<file path="config.mk">
export PLATFORM = sky130hd
export DESIGN_NAME = pcie_axi_id_remapper
export DESIGN_NICKNAME = d
export VERILOG_FILES = /design/src/rtl/pcie_axi_id_remapper.sv
export SDC_FILE = /design/constraint.sdc
export NUM_CORES = 1
export LEC_CHECK = 0
export BUFFER_PORTS_ARGS = -buffer_cell sky130_fd_sc_hd__buf_2
export CELL_PAD_IN_SITES_DETAIL_PLACEMENT = 0
export CELL_PAD_IN_SITES_GLOBAL_PLACEMENT = 1
export CORE_MARGIN = 2
export CORE_UTILIZATION = 25
export CTS_CLUSTER_DIAMETER = 40
export DETAILED_ROUTE_END_ITERATION = 12
export GPL_TIMING_DRIVEN = 0
export PLACE_DENSITY_LB_ADDON = 0.1
export SYNTH_ARGS = -nofsm -noshare
export SYNTH_HDL_FRONTEND = slang
export SYNTH_SLANG_ARGS = --single-unit
</file>
<file path="constraint.sdc">
create_clock -name clk_i -period 16.05 [get_ports clk_i]
set_input_delay 0.8025 -clock clk_i [delete_from_list [all_inputs] [get_ports clk_i]]
set_output_delay 0.8025 -clock clk_i [all_outputs]
set_load 0.05 [all_outputs]
</file>
<file path="src/rtl/pcie_axi_id_remapper.sv">
// pcie_axi_id_remapper
// AXI ID width adapter between the SoC-side AXI port (SlvIdWidth-bit IDs) and
// the XDMA AXI port (MstIdWidth-bit IDs). Only ID fields and channel
// handshakes pass through here; payload fields are routed by the wrapper.
//
// Narrow master side (SlvIdWidth > MstIdWidth): each direction keeps a table
// of outstanding SoC IDs. The master ID is the table index. Same-ID requests
// share one entry so their ordering is preserved.
// Wide master side: IDs are zero-extended outward, truncated on return.
//
// Handshake rule for every channel: a transfer happens on a rising clk edge
// where valid and ready are both high. A master-side valid never depends on
// the master-side ready.
//
// Ports:
//   clk_i, rst_i               clock, asynchronous active-high reset
//   slv_aw_* / mst_aw_*        write address ID + handshake (SoC -> PCIe)
//   mst_b_*  / slv_b_*         write response ID + handshake (PCIe -> SoC)
//   slv_ar_* / mst_ar_*        read address ID + handshake (SoC -> PCIe)
//   mst_r_*  / slv_r_*         read data ID + handshake, mst_r_last_i ends burst
//   busy_o                     some table entry is in use

// One direction's remap table: request side allocates/hits an entry, the
// response side looks the SoC ID back up and retires on the final beat.
module pcie_axi_id_remapper_table #(
  parameter int SlvIdWidth   = 8,
  parameter int MstIdWidth   = 4,
  parameter int MaxUniqIds   = 16,
  parameter int MaxTxnsPerId = 8
) (
  input  logic                  clk,
  input  logic                  rst,
  input  logic                  req_valid,
  output logic                  req_ready,
  input  logic [SlvIdWidth-1:0] req_id,
  output logic                  issue_valid,
  input  logic                  issue_ready,
  output logic [MstIdWidth-1:0] issue_id,
  input  logic                  rsp_valid,
  output logic                  rsp_ready,
  input  logic [MstIdWidth-1:0] rsp_id,
  input  logic                  rsp_last,
  output logic                  ret_valid,
  input  logic                  ret_ready,
  output logic [SlvIdWidth-1:0] ret_id,
  output logic                  busy
);

  localparam int CntW = $clog2(MaxTxnsPerId + 1);
  localparam logic [CntW-1:0] CntMax = CntW'(MaxTxnsPerId);
  localparam logic [CntW-1:0] CntOne = CntW'(1);

  logic [MaxUniqIds-1:0] used;
  logic [SlvIdWidth-1:0] slv_id [MaxUniqIds];
  logic [CntW-1:0]       cnt    [MaxUniqIds];

  logic                  hit;
  logic [MstIdWidth-1:0] hit_idx;
  logic                  free_found;
  logic [MstIdWidth-1:0] free_idx;
  logic                  can_issue;
  logic                  req_hs;
  logic                  ret_hs;
  logic [MaxUniqIds-1:0] inc;
  logic [MaxUniqIds-1:0] dec;

  // Lookup works on registered state only, so an entry freed this cycle is
  // not visible as free until the next one.
  always_comb begin
    hit        = 1'b0;
    hit_idx    = '0;
    free_found = 1'b0;
    free_idx   = '0;
    for (int i = 0; i < MaxUniqIds; i++) begin
      if (!hit && used[i] && (slv_id[i] == req_id)) begin
        hit     = 1'b1;
        hit_idx = MstIdWidth'(i);
      end
    end
    // Descending scan so the lowest free index is the one left standing.
    for (int i = MaxUniqIds - 1; i >= 0; i--) begin
      if (!used[i]) begin
        free_found = 1'b1;
        free_idx   = MstIdWidth'(i);
      end
    end
  end

  // A hitting ID must reuse its entry (or stall) -- never take a second one.
  assign can_issue   = ~rst & (hit ? (cnt[hit_idx] < CntMax) : free_found);
  assign issue_id    = hit ? hit_idx : free_idx;
  assign issue_valid = req_valid & can_issue;
  assign req_ready   = issue_ready & can_issue;

  assign ret_valid = rsp_valid & ~rst;
  assign rsp_ready = ret_ready & ~rst;
  assign ret_id    = slv_id[rsp_id];

  assign req_hs = req_valid & req_ready;
  assign ret_hs = rsp_valid & rsp_ready & rsp_last;

  always_comb begin
    inc = '0;
    dec = '0;
    for (int i = 0; i < MaxUniqIds; i++) begin
      inc[i] = req_hs & (issue_id == MstIdWidth'(i));
      dec[i] = ret_hs & (rsp_id == MstIdWidth'(i));
    end
  end

  always_ff @(posedge clk or posedge rst) begin
    if (rst) begin
      used <= '0;
      for (int i = 0; i < MaxUniqIds; i++) begin
        cnt[i]    <= '0;
        slv_id[i] <= '0;
      end
    end else begin
      for (int i = 0; i < MaxUniqIds; i++) begin
        // Issue and retire on the same entry cancel; the entry stays used.
        if (inc[i] && !dec[i]) begin
          cnt[i] <= cnt[i] + 1'b1;
        end else if (dec[i] && !inc[i]) begin
          cnt[i] <= cnt[i] - 1'b1;
          if (cnt[i] == CntOne) used[i] <= 1'b0;
        end
        if (inc[i] && !hit) begin
          used[i]   <= 1'b1;
          slv_id[i] <= req_id;
        end
      end
    end
  end

  assign busy = |used;

  // Returned IDs must refer to an entry that is outstanding (which also
  // rules out count underflow, since used implies cnt > 0).
  a_rsp_used : assert property (@(posedge clk) disable iff (rst)
    (rsp_valid && rsp_ready) |-> used[rsp_id]);
  a_cnt_nonzero : assert property (@(posedge clk) disable iff (rst)
    ret_hs |-> (cnt[rsp_id] != '0));
  a_table_fits : assert property (@(posedge clk)
    MaxUniqIds <= (1 << MstIdWidth));

endmodule

module pcie_axi_id_remapper #(
  parameter int SlvIdWidth   = 8,
  parameter int MstIdWidth   = 4,
  parameter int MaxUniqIds   = 16,
  parameter int MaxTxnsPerId = 8
) (
  input  logic                  clk_i,
  input  logic                  rst_i,
  input  logic                  slv_aw_valid_i,
  output logic                  slv_aw_ready_o,
  input  logic [SlvIdWidth-1:0] slv_aw_id_i,
  output logic                  mst_aw_valid_o,
  input  logic                  mst_aw_ready_i,
  output logic [MstIdWidth-1:0] mst_aw_id_o,
  input  logic                  mst_b_valid_i,
  output logic                  mst_b_ready_o,
  input  logic [MstIdWidth-1:0] mst_b_id_i,
  output logic                  slv_b_valid_o,
  input  logic                  slv_b_ready_i,
  output logic [SlvIdWidth-1:0] slv_b_id_o,
  input  logic                  slv_ar_valid_i,
  output logic                  slv_ar_ready_o,
  input  logic [SlvIdWidth-1:0] slv_ar_id_i,
  output logic                  mst_ar_valid_o,
  input  logic                  mst_ar_ready_i,
  output logic [MstIdWidth-1:0] mst_ar_id_o,
  input  logic                  mst_r_valid_i,
  output logic                  mst_r_ready_o,
  input  logic [MstIdWidth-1:0] mst_r_id_i,
  input  logic                  mst_r_last_i,
  output logic                  slv_r_valid_o,
  input  logic                  slv_r_ready_i,
  output logic [SlvIdWidth-1:0] slv_r_id_o,
  output logic                  busy_o
);

  if (SlvIdWidth <= MstIdWidth) begin : g_pass
    // Master side is wide enough: no state, pure wiring.
    logic unused_pass;
    assign unused_pass = ^{clk_i, rst_i, mst_r_last_i};

    assign mst_aw_valid_o = slv_aw_valid_i;
    assign slv_aw_ready_o = mst_aw_ready_i;
    assign mst_aw_id_o    = MstIdWidth'(slv_aw_id_i);
    assign slv_b_valid_o  = mst_b_valid_i;
    assign mst_b_ready_o  = slv_b_ready_i;
    assign slv_b_id_o     = mst_b_id_i[SlvIdWidth-1:0];
    assign mst_ar_valid_o = slv_ar_valid_i;
    assign slv_ar_ready_o = mst_ar_ready_i;
    assign mst_ar_id_o    = MstIdWidth'(slv_ar_id_i);
    assign slv_r_valid_o  = mst_r_valid_i;
    assign mst_r_ready_o  = slv_r_ready_i;
    assign slv_r_id_o     = mst_r_id_i[SlvIdWidth-1:0];
    assign busy_o         = 1'b0;
  end else begin : g_remap
    logic w_busy;
    logic r_busy;

    pcie_axi_id_remapper_table #(
      .SlvIdWidth  (SlvIdWidth),
      .MstIdWidth  (MstIdWidth),
      .MaxUniqIds  (MaxUniqIds),
      .MaxTxnsPerId(MaxTxnsPerId)
    ) u_wr_table (
      .clk        (clk_i),
      .rst        (rst_i),
      .req_valid  (slv_aw_valid_i),
      .req_ready  (slv_aw_ready_o),
      .req_id     (slv_aw_id_i),
      .issue_valid(mst_aw_valid_o),
      .issue_ready(mst_aw_ready_i),
      .issue_id   (mst_aw_id_o),
      .rsp_valid  (mst_b_valid_i),
      .rsp_ready  (mst_b_ready_o),
      .rsp_id     (mst_b_id_i),
      .rsp_last   (1'b1),
      .ret_valid  (slv_b_valid_o),
      .ret_ready  (slv_b_ready_i),
      .ret_id     (slv_b_id_o),
      .busy       (w_busy)
    );

    pcie_axi_id_remapper_table #(
      .SlvIdWidth  (SlvIdWidth),
      .MstIdWidth  (MstIdWidth),
      .MaxUniqIds  (MaxUniqIds),
      .MaxTxnsPerId(MaxTxnsPerId)
    ) u_rd_table (
      .clk        (clk_i),
      .rst        (rst_i),
      .req_valid  (slv_ar_valid_i),
      .req_ready  (slv_ar_ready_o),
      .req_id     (slv_ar_id_i),
      .issue_valid(mst_ar_valid_o),
      .issue_ready(mst_ar_ready_i),
      .issue_id   (mst_ar_id_o),
      .rsp_valid  (mst_r_valid_i),
      .rsp_ready  (mst_r_ready_o),
      .rsp_id     (mst_r_id_i),
      .rsp_last   (mst_r_last_i),
      .ret_valid  (slv_r_valid_o),
      .ret_ready  (slv_r_ready_i),
      .ret_id     (slv_r_id_o),
      .busy       (r_busy)
    );

    assign busy_o = w_busy | r_busy;
  end

endmodule

</file>
* Word level (Yosys, flattened, before mapping)
Cells that the tools add are included.
** Word-level totals
- Bits of input ports :: 35
- Bits in registers :: 416
- Word-level logic and storage cells :: 1129
- Output and inout port bits :: 33
** Cells by class
- Bitwise gates (word level) :: 85
- Order comparisons :: 6
- Muxes and demuxes :: 334
- Reductions and logical operators :: 388
- Add/sub/neg operators :: 64
- Equal/unequal tests :: 156
** Operator list (number)
- $mux 4 :: 118
- $eq 8x8->1 :: 32
- $mux 1 :: 196
- $reduce_bool 2->1 :: 96
- $logic_and 1x1->1 :: 158
- $eq 4x1->1 const B :: 36
- $add 4x1->4 const B :: 32
- $eq 4x4->1 const B :: 32
- $sub 4x1->4 const B :: 32
- $logic_not 1->1 :: 96
- $reduce_and 3->1 :: 32
- $and 1x1->1 :: 79
- $bmux 8 s4 :: 2
- $eq 4x3->1 const B :: 16
- $ne 2x2->1 const B :: 32
- $bmux 4 s4 :: 2
- $eq 4x2->1 const B :: 8
- $mux 8 :: 4
- $reduce_or 16->1 :: 2
- $mux 3 :: 8
- $ge 5x5->1 const B :: 4
- $not 4->5 :: 4
- $logic_not 4->1 :: 4
- $lt 4x4->1 const B :: 2
- 3 further kinds :: 6

* Depth between registers and ports, before layout
Gate-level depths: netlist of run 1.
- Word-level depth :: 78
- Gate-level depth with buffers :: 19
- Gate-level depth less buffers :: 14

* By module
From an unflattened synthesis of run 1, not the netlist that was laid out.
** Unflattened totals
- Cells, all modules :: 2312
- Area total of the unflattened synthesis :: 26506.7 µm²
** Modules (own cells, without submodules)
- pcie_axi_id_remapper_table at g_remap.u_rd_table :: seq. area each 5205.0 µm², times used 1, cells an instance 1169, area an instance 13352.8 µm²
- pcie_axi_id_remapper_table at g_remap.u_wr_table :: seq. area each 5205.0 µm², times used 1, cells an instance 1141, area an instance 13143.9 µm²
- pcie_axi_id_remapper :: seq. area each 0.0 µm², times used 1, cells an instance 2, area an instance 10.0 µm²

* Worst setup path before layout of run 1
Ideal clock, no wire load.
- Path type :: input to register
- Start :: in rst_i
- End :: reg g_remap.u_wr_table.cnt[53] in the netlist's numbering
- Cell stages on the path :: 7
- Path buffers :: 0
- Setup time :: 0.121 ns
- Required time :: 15.929 ns
- Data arrival time :: 12.049 ns
- Setup slack :: 3.880 ns
- Cell sequence :: inv_1 > and3_1 > nand2_1 > or3_1 > nor2_1 > o21ai_0 > a22o_1
** On the way
- Longest elaborated chain between the ends :: 8
- Elaborated cells on any way between the ends :: 14
- Classes of those cells :: 1 x mux; 8 x bitwise; 5 x reduce/logical
** Ends and longest elaborated chain
- start: declaration :: RTL line 155 : input logic rst_i,
- $not 1->1 (*) :: RTL line 90, 96
- $and 1x1->1 :: RTL line 90 : assign can_issue = ~rst & (hit ? (cnt[hit_idx] < CntMax) : free_found);
- $and 1x1->1 :: RTL line 93 : assign req_ready = issue_ready & can_issue;
- $and 1x1->1 :: RTL line 99 : assign req_hs = req_valid & req_ready;
- $and 1x1->1 :: RTL line 106 : inc[i] = req_hs & (issue_id == MstIdWidth'(i));
- $logic_not 1->1 :: RTL line 123 : end else if (dec[i] && !inc[i]) begin
- $logic_and 1x1->1 :: RTL line 123
- $reduce_bool 2->1 (no line)
- end signal: indexed assignment :: RTL line 122 : cnt[i] <= cnt[i] + 1'b1;
- end signal: indexed assignment :: RTL line 124 : cnt[i] <= cnt[i] - 1'b1;
- end: declaration :: RTL line 55 : logic [CntW-1:0] cnt [MaxUniqIds];
Every way passes the cells marked *; elsewhere a longest branch is shown, timed or not.
A chain may end at the register's enable or synchronous reset.

* Worst setup path in the final report of run 1
- Start :: reg g_remap.u_wr_table.slv_id[115] in the netlist's numbering
- End :: out slv_aw_ready_o
** On the way
- Longest elaborated chain between the ends :: 67
- Elaborated cells on any way between the ends :: 82
- Classes of those cells :: 1 x order compare; 1 x eq/ne; 34 x mux; 3 x bitwise; 43 x reduce/logical
** Ends and longest elaborated chain
- start: declaration :: RTL line 54 : logic [SlvIdWidth-1:0] slv_id [MaxUniqIds];
- start signal: indexed assignment :: RTL line 129 : slv_id[i] <= req_id;
- $eq 8x8->1 (*) :: RTL line 75 : if (!hit && used[i] && (slv_id[i] == req_id)) begin
- $logic_and 1x1->1 (*) :: RTL line 75
- $mux 1 :: RTL line 75
- $logic_not 1->1 :: RTL line 75
- $logic_and 1x1->1 (2 in a row) :: RTL line 75
- $mux 1 :: RTL line 75
- $logic_not 1->1 :: RTL line 75
- $logic_and 1x1->1 (2 in a row) :: RTL line 75
- [... 48 more ...]
- $mux 4 :: RTL line 75
- $not 4->5 (not written as such) :: RTL line 90
- $bmux 4 s4 :: RTL line 90
- $mux 4 (not written as such) (2 in a row) :: RTL line 90
- $lt 4x4->1 :: RTL line 90
- $mux 1 (*) :: RTL line 90
- $and 1x1->1 (*) :: RTL line 90
- $and 1x1->1 (*) :: RTL line 93
- end: declaration :: RTL line 157 : output logic slv_aw_ready_o,
Every way passes the cells marked *; elsewhere a longest branch is shown, timed or not. The select of a mux whose other input is x is not followed.

==> run summary, run 1 <==
The smallest clock period supported by the final layout is computed as 5.920 ns. HPWL after detailed placement: 68830 um. The run finished with clean final reports. In this run the worst path has a maximum fanout of 10. The buffer type at the clock tree root was sky130_fd_sc_hd__clkbuf_16. The H-tree generated during clock tree synthesis spans 3 levels. On the final layout, the worst clock skew is 0.02608 ns. Pin placement for this block handled 68 I/O pins. For this run, asynchronously set or reset flops after synthesis account for 100.0%.

The port buffer count is 49. Counting every sink on the clock net gives 416. The pin slew with the least headroom to its limit works out to 1.236 ns. Of the available clock period, the critical path in the final layout requires 36.89%.

Setup repair after global routing left no endpoint under its margin. The critical path data arrival time was 5.12 ns. Counting along the longest clock path gives a buffer depth of 3. The internal power of the cells totals 3.431 mW. The biggest area contributor in the post-synthesis netlist is sky130_fd_sc_hd__dfrtp_1. The post-route netlist has 25.82% of its cells at a drive strength greater than 1. On the critical path the largest part of the delay comes from simple AND/OR/NAND/NOR gates. The kind of end point of the critical path was an output port. Ranked by total cell area, the synthesized netlist is headed by sky130_fd_sc_hd__dfrtp_1 39%, sky130_fd_sc_hd__xnor2_1 9.6%, sky130_fd_sc_hd__mux2_2 9.5%, sky130_fd_sc_hd__mux4_2 6.7%, sky130_fd_sc_hd__ha_1 4.4%.

For the number of pins with negative max-slew slack in the final report, the log shows 0. The floorplan has 120 rows. The synthesized netlist occupies a cell area of 27030 um^2. Power spread over the standard cell area amounts to 159.1 nW/um^2.

The path class of the tightest hold or removal check is flip-flop to flip-flop. The post-cts resize count came out at 0. After clock tree synthesis, the flow added hold-fix buffers numbering 0. The maximum resistive drop on vdd came out at 0.09818 mV.

The required time of the worst setup path is 15.25 ns, and the height of the chip is 332.8 um. The classification of the worst setup path was flip-flop to output port. The critical path goes through xnor2_1 -> nand3_1 -> nor4_1 -> nor4_2 -> and2_1 -> buf_2 -> a21oi_2 -> mux2_2 -> a2bb2oi_1 -> nand3_4 -> buf_6 -> buf_2 -> a31o_2 -> nor3b_1 -> buf_2. Synthesis instantiated 87 different standard cells from the library. The mean instance size in the synthesized netlist was 11.08 um^2; the buffer and inverter count on the worst path was 4. STA classifies the critical path startpoint as a flip-flop. The sequential-to-total area share from yosys stat came out at 38.51%. Detailed routing inserted a total of 19641 vias.

The post-synthesis instance total was 2440; the filler cell count was 11060. Summed over its instances, the top area cell type makes up 38.51% of the synthesized netlist area. Library cell with the highest instance count after synthesis: sky130_fd_sc_hd__dfrtp_1.

The final-layout worst hold slack was 0.4984 ns; the peak clock frequency supported by timing was 168.9 MHz. The tools report the share of power burned in registers as 30.4%. In this design, the critical path's most frequently occurring cell is sky130_fd_sc_hd__buf_2.

The run gives 1.800 mW as the net switching power of the design. For the worst relative slew slack, the log shows 17.57%. In the global route stage, overall resource usage came out at 16.25%. Utilization after layout: 30.67%.

The run gives 107200 um^2 as the area inside the core boundary. Relative to the synthesized area, the layout overhead comes to 21.66%. The final number of hold-violating endpoints came out at 0. The run gives 26.9% as the combinational share of power. Entering global routing, the biggest net connects 123 pins. The clock network latency to the later pin of the worst-skew pair was 0.67 ns; the overall die width was 332.8 um. The number of nets handed over by synthesis was 2571. Across the run, the number of max-cap violations was 0. The first-pass GRT wire length is 135400 um, and the average vias per placed instance is 4.800.

For the DRC violation count after routing, the log shows 0. The count of flip-flops with a built-in enable after synthesis is 0. Dividing the detail-routed wire length by the instance count gives 21.91 um.

Once placement finished, the instance area stood at 29150 um^2. The count of synthesis-stage warnings from yosys is 0, and the leakage power is 13.89 nW. Buffers added to address setup during post-CTS repair amount to 0. TritonCTS built the clock tree. The share of total power dissipated in the clock network is 42.7%. The final layout contains 2731 nets. Sorting the synthesized cells by how often they occur yields 416 x sky130_fd_sc_hd__dfrtp_1, 295 x sky130_fd_sc_hd__xnor2_1, 228 x sky130_fd_sc_hd__mux2_2, 173 x sky130_fd_sc_hd__nand2_1. The dominant synthesized flop cell is sky130_fd_sc_hd__dfrtp_1.

After detailed routing, the total wire length is 89670 um. At the end of routability-driven placement, the weighted congestion stood at 0.7834. The via count of the first global-routing pass was 20709. The residual overflow from global routing was 0. For this configuration, the core starts out at a cell density of 25.21%. Once detail routing completed, the nets flagged for antenna violations numbered 0.

Counting the buffers created by CTS gives 104. The slowest stage of the critical path is the sky130_fd_sc_hd__nor4_1 cell. The largest single stage delay on the critical path is 0.71 ns. The switching part of the total was 34.40%; the first-pass iteration count of the detailed router was 5.

In this run, the number of DRC markers left after iteration 0 of detailed routing was 997. After routing the design area is 32880 um^2. The final number of setup-violating endpoints was 0; the synthesized flop and latch total was 416. Clock-pin slew was measured on the worst setup and hold paths at 0.05 ns.

For the initial antenna violation count, the log shows 1. Area of the die: 110800 um^2.
==> path summary, 6_finish.rpt <==
| path | slack (ns) | end | from | cells past startpoint |
|---|---|---|---|---|
| setup / recovery | 10.13 | slv_aw_ready_o | g_remap.u_wr_table.slv_id[115]$_DFFE_PP0P_ | 15 |
| hold / removal | 0.50 | g_remap.u_wr_table.cnt[11]$_DFFE_PP0P_ | g_remap.u_wr_table.cnt[11]$_DFFE_PP0P_ | 1 |
| setup reg to reg | 11.16 | g_remap.u_wr_table.slv_id[104]$_DFFE_PP0P_ | g_remap.u_wr_table.slv_id[115]$_DFFE_PP0P_ | 14 |
| hold reg to reg | 0.50 | g_remap.u_wr_table.cnt[11]$_DFFE_PP0P_ | g_remap.u_wr_table.cnt[11]$_DFFE_PP0P_ | 1 |
| max in group asynchronous | 13.72 | g_remap.u_wr_table.slv_id[69]$_DFFE_PP0P_ | rst_i | 4 |
| min in group asynchronous | 0.53 | g_remap.u_rd_table.cnt[16]$_DFFE_PP0P_ | rst_i | 2 |
==> power groups by stage <==
stage | combinational, mW | clock, mW | sequential [mW]
2_1_floorplan | 1.08 | 0 | 1.51
3_3_place_gp | 1.40 | 0 | 1.60
3_5_place_dp | 1.43 | 0 | 1.61
4_1_cts | 1.43 | 2.29 | 1.60
5_1_grt | 1.55 | 2.34 | 1.64
6_report | 1.41 | 2.23 | 1.59
==> layer usage <==
metal	GRT usage (%)	up-vias	part of all wire (%)
li1	-	9183	-
met1	20.24	9973	44
met2	28.19	336	50
met3	3.078	149	3.8
met4	5.247	0	3.1
met5	0	-	0
==> layout by cell type (no fill, tap or decap), types with 12 or more instances in the layout <==
cell type                    count
sky130_fd_sc_hd__buf_6          25
sky130_fd_sc_hd__nand3_1        96
sky130_fd_sc_hd__nor4_1         29
sky130_fd_sc_hd__and2_1         12
sky130_fd_sc_hd__buf_1          13
sky130_fd_sc_hd__a21oi_1        34
sky130_fd_sc_hd__mux2_2        228
sky130_fd_sc_hd__clkbuf_16     105
sky130_fd_sc_hd__nand2_1       173
sky130_fd_sc_hd__xnor2_1       295
sky130_fd_sc_hd__nor4_4         18
sky130_fd_sc_hd__or3_1          22
sky130_fd_sc_hd__mux2i_1        41
sky130_fd_sc_hd__mux2_1         19
sky130_fd_sc_hd__mux2_4         16
sky130_fd_sc_hd__nor3_1         59
sky130_fd_sc_hd__nor2b_1        16
sky130_fd_sc_hd__buf_4          19
sky130_fd_sc_hd__a31oi_1        19
sky130_fd_sc_hd__or4_1          26
sky130_fd_sc_hd__maj3_1         22
sky130_fd_sc_hd__and3_1         18
sky130_fd_sc_hd__xor2_1         89
sky130_fd_sc_hd__o21ai_0        52
sky130_fd_sc_hd__nor2_1         87
sky130_fd_sc_hd__clkinvlp_4     16
sky130_fd_sc_hd__dfrtp_1       416
sky130_fd_sc_hd__buf_2          73
sky130_fd_sc_hd__o31ai_1        14
sky130_fd_sc_hd__bufinv_16      16
sky130_fd_sc_hd__clkbuf_1       52
sky130_fd_sc_hd__ha_1           96
sky130_fd_sc_hd__nand4_1        87
sky130_fd_sc_hd__inv_1          84
sky130_fd_sc_hd__clkbuf_8       17
sky130_fd_sc_hd__clkinv_2       16
sky130_fd_sc_hd__mux4_2         80
sky130_fd_sc_hd__o211ai_1       12
==> metrics by stage <==
stage,cells,setup WS (ns),setup TNS (ns),power (mW)
global route,4091,9.818,0,5.530
floorplan,2440,3.658,0,2.590
global placement,3892,-3.390,-1751.18,3.000
CTS,4091,10.04,0,5.314
finish,4092,10.13,0,5.231
detailed placement,3897,10.20,0,3.033
==> flip-flops by register name, indices dropped and copies added, names as in the netlist <==
| name | flops |
|---|---|
| g_remap.u_rd_table.used | 16 |
| g_remap.u_wr_table.used | 16 |
| g_remap.u_wr_table.cnt | 64 |
| g_remap.u_rd_table.cnt | 64 |
| g_remap.u_wr_table.slv_id | 128 |
| g_remap.u_rd_table.slv_id | 128 |
==> worst register-to-register path: stages, from the launching register on <==
cell and delay [ns]:
sky130_fd_sc_hd__dfrtp_1 0.40, sky130_fd_sc_hd__xnor2_1 0.20, sky130_fd_sc_hd__nand3_1 0.19, sky130_fd_sc_hd__nor4_1 0.71
sky130_fd_sc_hd__nor4_2 0.20, sky130_fd_sc_hd__and2_1 0.19, sky130_fd_sc_hd__buf_2 0.17, sky130_fd_sc_hd__a21oi_2 0.30
sky130_fd_sc_hd__mux2_2 0.40, sky130_fd_sc_hd__a2bb2oi_1 0.22, sky130_fd_sc_hd__nand3_4 0.15, sky130_fd_sc_hd__buf_6 0.21
sky130_fd_sc_hd__buf_2 0.27, sky130_fd_sc_hd__nor3_4 0.71, sky130_fd_sc_hd__mux2_2 0.42
==> cell families (layout without fill, tap and decap cells) <==
family | after synthesis | after routing | synth area share, %
multiplexers | 384 | 384 | 19.36
adder cells (fa/ha/maj) | 118 | 118 | 5.259
AND/OR/NAND/NOR | 706 | 706 | 14.88
buffers and inverters | 208 | 456 | 3.902
flip-flops | 416 | 416 | 38.51
AO/OA/AOI/OAI | 224 | 224 | 5.639
XOR/XNOR | 384 | 384 | 12.44
other | 0 | 1 | 0
==> final cells by class <==
cell class,count,area (um^2),area share (%)
multi-input combinational,1816,15570,47.36
sequential,416,10410,31.66
clock buffer,132,2899,8.816
tap,1403,1755,5.338
clock inverter,62,829.5,2.523
buffer,121,728.2,2.215
timing repair buffer,54,350.3,1.065
inverter,87,334.1,1.016
antenna,1,2.502,0.007610
Power figures use the tool's default switching activity.
==> run 2: changes to the inputs <==
Settings changed: ABC_AREA set to 1.
Clock period 16.05 ns to 5.75 ns, I/O delays scaled along.
==> run 2 against run 1 <==
Power rose to 3.0 times the previous value; critical endpoint is now g_remap.u_rd_table.slv_id[87]$_DFFE_PP0P_; combinational power increased to 3.4 times the previous value; synthesized cell count grew 65%; largest power group unchanged; flip-flop and latch count unchanged; highest routed layer is now met5; worst hold slack worse by 0.40 ns; clock skew increased by 0.0014 ns; cell count increased by 42%; register-to-register slack got worse by 11 ns.
==> run summary, run 2 <==
After the flow finishes, the layout carries non-filler instances totaling 5825. On the worst path, the slowest cell contributes a delay of 0.62 ns. In this run the worst setup path terminates at g_remap.u_rd_table.slv_id[87]$_DFFE_PP0P_. The tools report the critical register-to-register path endpoint as g_remap.u_rd_table.slv_id[87]$_DFFE_PP0P_.

In this run the number of H-tree levels came out at 3. Using the TritonRoute via totals, the vias-per-cell ratio works out to 4.853. Area fraction of the dominant cell type after synthesis: 35.74%. 68 I/O pins were placed. Largest family of logic cells by synthesized area: simple AND/OR/NAND/NOR gates. In this run the clock root is driven by a sky130_fd_sc_hd__clkbuf_16. The tools report the total standard cell area after synthesis as 29130 um^2.

The Yosys step of the flow raised 0 warnings. The worst-case IR drop observed on VDD is 0.4305 mV. The congestion estimate from routability-driven global placement came to 0.9027. A synthesized cell averages 7.236 um^2. Synthesized flop and latch total: 416. The xor/xnor cell area share of the yosys netlist was 5.202%; the critical path data arrival time was 5.80 ns.

The critical path's top delay family is simple AND/OR/NAND/NOR gates. Entering global routing, the biggest net connects 35 pins. Summing the areas of all compound-gate instances in the mapped netlist gives 12.49% of the synthesized area.

The final layout contains 4340 nets. Counting flops with a built-in enable in the synthesized netlist gives 0. The tools report the initial antenna violation count as 2. The largest registers in the layout are g_remap.u_rd_table.slv_id (128), g_remap.u_wr_table.slv_id (128). The leakage power came out at 16.87 nW. The library cell with the highest instance count after synthesis was sky130_fd_sc_hd__nand2_1. The total area inside the core boundary comes to 115900 um^2. The final number of hold-violating endpoints came out at 0. TritonCTS built the clock tree.

The maximum fanout along the worst path is 10, and the worst clock skew is 0.02749 ns. The area growth from synthesis to layout is 22.80%. The first global-routing pass estimated 189800 um of wire. Routed wire length: 128400 um. The worst path uses 90.83% of the clock period. For this run, asynchronously set or reset flops after synthesis account for 100.0%.

The tools report the number of antenna-violating nets in the routed design as 0. Leaving out fill and tap cells, the most frequent cells in the layout are 1116 x sky130_fd_sc_hd__nand2_1, 460 x sky130_fd_sc_hd__inv_1, 416 x sky130_fd_sc_hd__dfrtp_1, 323 x sky130_fd_sc_hd__nand3_1, 221 x sky130_fd_sc_hd__o21ai_0. STA classifies the critical path startpoint as a flip-flop. The filler cell count was 12671; the total power per unit cell area was 439.8 nW/um^2. The fraction of layout cells with a size suffix above 1 was 13.39%.

The clock network latency to the later pin of the worst-skew pair was 0.73 ns. The cell taking the most area after synthesis is sky130_fd_sc_hd__dfrtp_1. The flow ran to the end, and the final reports show no timing, DRC or antenna violations. Setup repair after global routing left no endpoint under its margin.

The logs give 119200 um^2 for the area of the die and 35.74% for the sequential-to-total area share from yosys stat. Setup violations remaining at the end of the flow were counted as 0. The critical path is of the flip-flop to flip-flop type. Sorting the synthesized cells by area gives the leading types as sky130_fd_sc_hd__dfrtp_1 36%, sky130_fd_sc_hd__nand2_1 15%, sky130_fd_sc_hd__inv_1 6.0%, sky130_fd_sc_hd__nand3_1 5.6%, sky130_fd_sc_hd__xor2_1 4.7%. The clock passes through at most 3 buffers. At the pin with the least slew margin, the transition time is 1.309 ns. The most common cell after layout, fill and taps aside is sky130_fd_sc_hd__nand2_1. The logs give 0 for the DRC violation count after routing and 0 for the antenna cell count.

The critical path starts at g_remap.u_rd_table.used[7]$_DFFE_PP0P_. In this run the tightest slew margin relative to its limit is 12.39%. Critical register-to-register path startpoint: g_remap.u_rd_table.used[7]$_DFFE_PP0P_. The number of buffers created by CTS was 111; the buffer and inverter count on the worst path was 3.

The cell with the largest stage delay on the worst path is sky130_fd_sc_hd__dfrtp_1. For this run, the top clock speed supported by timing is 191.5 MHz. Post-cts resize count: 0. After synthesis, the share of cell area in mux cells is 0%.

For the starting density of the core, the log shows 25.13%. By count the netlist is led by 1135 x sky130_fd_sc_hd__nand2_1, 462 x sky130_fd_sc_hd__inv_1, 416 x sky130_fd_sc_hd__dfrtp_1, 328 x sky130_fd_sc_hd__nand3_1, 241 x sky130_fd_sc_hd__o21ai_0. The first routing iteration left 1971 violations. The number of hold buffers added after CTS was 2.

The logs give 21.32% for the total global routing track utilization and 416 for the clock sink total. The classification of the worst-slack hold path was primary input to flip-flop. Average wire per standard cell: 22.05 um.

The logs give 28271 for the total number of vias and 0 for the count of maximum capacitance violations. The final critical-path required period was 5.223 ns; the setup slack on the worst flop-to-flop path was 0.53 ns. The via count of the first global-routing pass was 28310; the post-CTS setup buffer count was 0. The tools report the residual overflow from global routing as 0. The number of cells on the worst reg-to-reg path is 16.

The port buffer count works out to 55. Measured along the y axis, the die boundary spans 345.3 um. Data on the critical path is required at its endpoint by 6.32 ns. For this run, the leading register cell type out of synthesis is sky130_fd_sc_hd__dfrtp_1. The signal on the critical path passes through inv_1 -> nor4_1 -> nand3_1 -> nand4_1 -> nor2_1 -> o21ai_0 -> nand3_1 -> nor2_2 -> o21ai_4 -> nor2_2 -> inv_1 -> nor2_1 -> nand3_2 -> nor2_4 -> clkbuf_2 -> o21ai_0. The adder-cell share of the synthesized area was 4.124%. The run gives 30.86% as the utilization after layout. The first-pass iteration count of the detailed router was 5.

The count of cell types in the netlist is 66. The tools report the total negative slack for setup checks as 0 ns. The worst setup path is captured at a flip-flop. In this run, placement finished with an instance count of 5618. The simple logic cell fraction of the synthesized area is 32.97%. The logs give 0 for the number of pins with negative max-slew slack in the final report and 4025 for the post-synthesis instance total.

The cell count along the critical path came out at 16. For the net count after synthesis, the log shows 4156. The cell row count was 125; the HPWL after detailed placement was 98080 um. The CTS clock-pin slew for the worst setup and hold paths was 0.05 ns; the overall die width was 345.3 um.
==> run 2: per-layer routing <==
layer	global-route usage [%]	share of wire (%)
met5	0	0.020
met4	8.280	3.9
met3	3.324	4.1
met2	36.48	48
met1	26.82	44
==> run 2: final cells by class <==
type                            instances  area [um^2]  share of cell area [%]
Multi-Input combinational cell       2949        16100                   45.01
Sequential cell                       416        10410                   29.11
Clock buffer                          138         2990                   8.361
Inverter                              505         1907                   5.331
Tap cell                             1524         1907                   5.331
Clock inverter                         67        942.2                   2.634
Buffer                                155        928.4                   2.596
Timing Repair Buffer                   71        583.1                   1.630
==> run 2: where the power goes <==
group	switching, mW	internal (mW)	total [mW]
Combinational	3.23	1.55	4.78
Clock	2.11	4.51	6.62
Sequential	0.735	3.60	4.33
Total	6.07	9.66	15.7
==> run 2: cell families after synthesis <==
group / after synthesis
fa+ha+maj: 96
buf+inv: 660
flops: 416
simple gates: 2045
compound gates: 635
xor+xnor: 173
==> run 2: how the worst min path moves through the flow <==
| stage | depth (start not counted) | startpoint | slack, ns | endpoint |
|---|---|---|---|---|
| floorplan | 2 | g_remap.u_rd_table.cnt[23]$_DFFE_PP0P_ | 0.45 | g_remap.u_rd_table.cnt[23]$_DFFE_PP0P_ |
| global placement | 2 | g_remap.u_wr_table.cnt[3]$_DFFE_PP0P_ | 0.47 | g_remap.u_wr_table.cnt[3]$_DFFE_PP0P_ |
| detailed placement | 2 | g_remap.u_rd_table.cnt[3]$_DFFE_PP0P_ | 0.47 | g_remap.u_rd_table.cnt[3]$_DFFE_PP0P_ |
| CTS | 3 | slv_aw_id_i[4] | 0.05 | g_remap.u_wr_table.slv_id[28]$_DFFE_PP0P_ |
| global route | 5 | slv_aw_valid_i | 0.12 | g_remap.u_wr_table.cnt[21]$_DFFE_PP0P_ |
| finish | 5 | slv_aw_valid_i | 0.1 | g_remap.u_wr_table.cnt[21]$_DFFE_PP0P_ |
==> run 2: tightest hold or removal path, stage by stage <==
cell and delay, ns:
sky130_fd_sc_hd__buf_2 0.14, sky130_fd_sc_hd__nand4_4 0.14, sky130_fd_sc_hd__nor3_1 0.06, sky130_fd_sc_hd__nand4_1 0.06, sky130_fd_sc_hd__nand3_1 0.08
==> run 2: stage by stage <==
step	power [mW]	area [um^2]	hold slack, ns	setup slack [ns]
3_3_place_gp	9.159	31530	0.4653	-7.173
6_report	15.73	35770	0.09634	0.5272
2_1_floorplan	7.642	29340	0.4488	-1.898
4_1_cts	15.92	35770	0.05113	0.5509
3_5_place_dp	9.172	31810	0.4686	0.1094
5_1_grt	16.71	35770	0.1159	0.3099
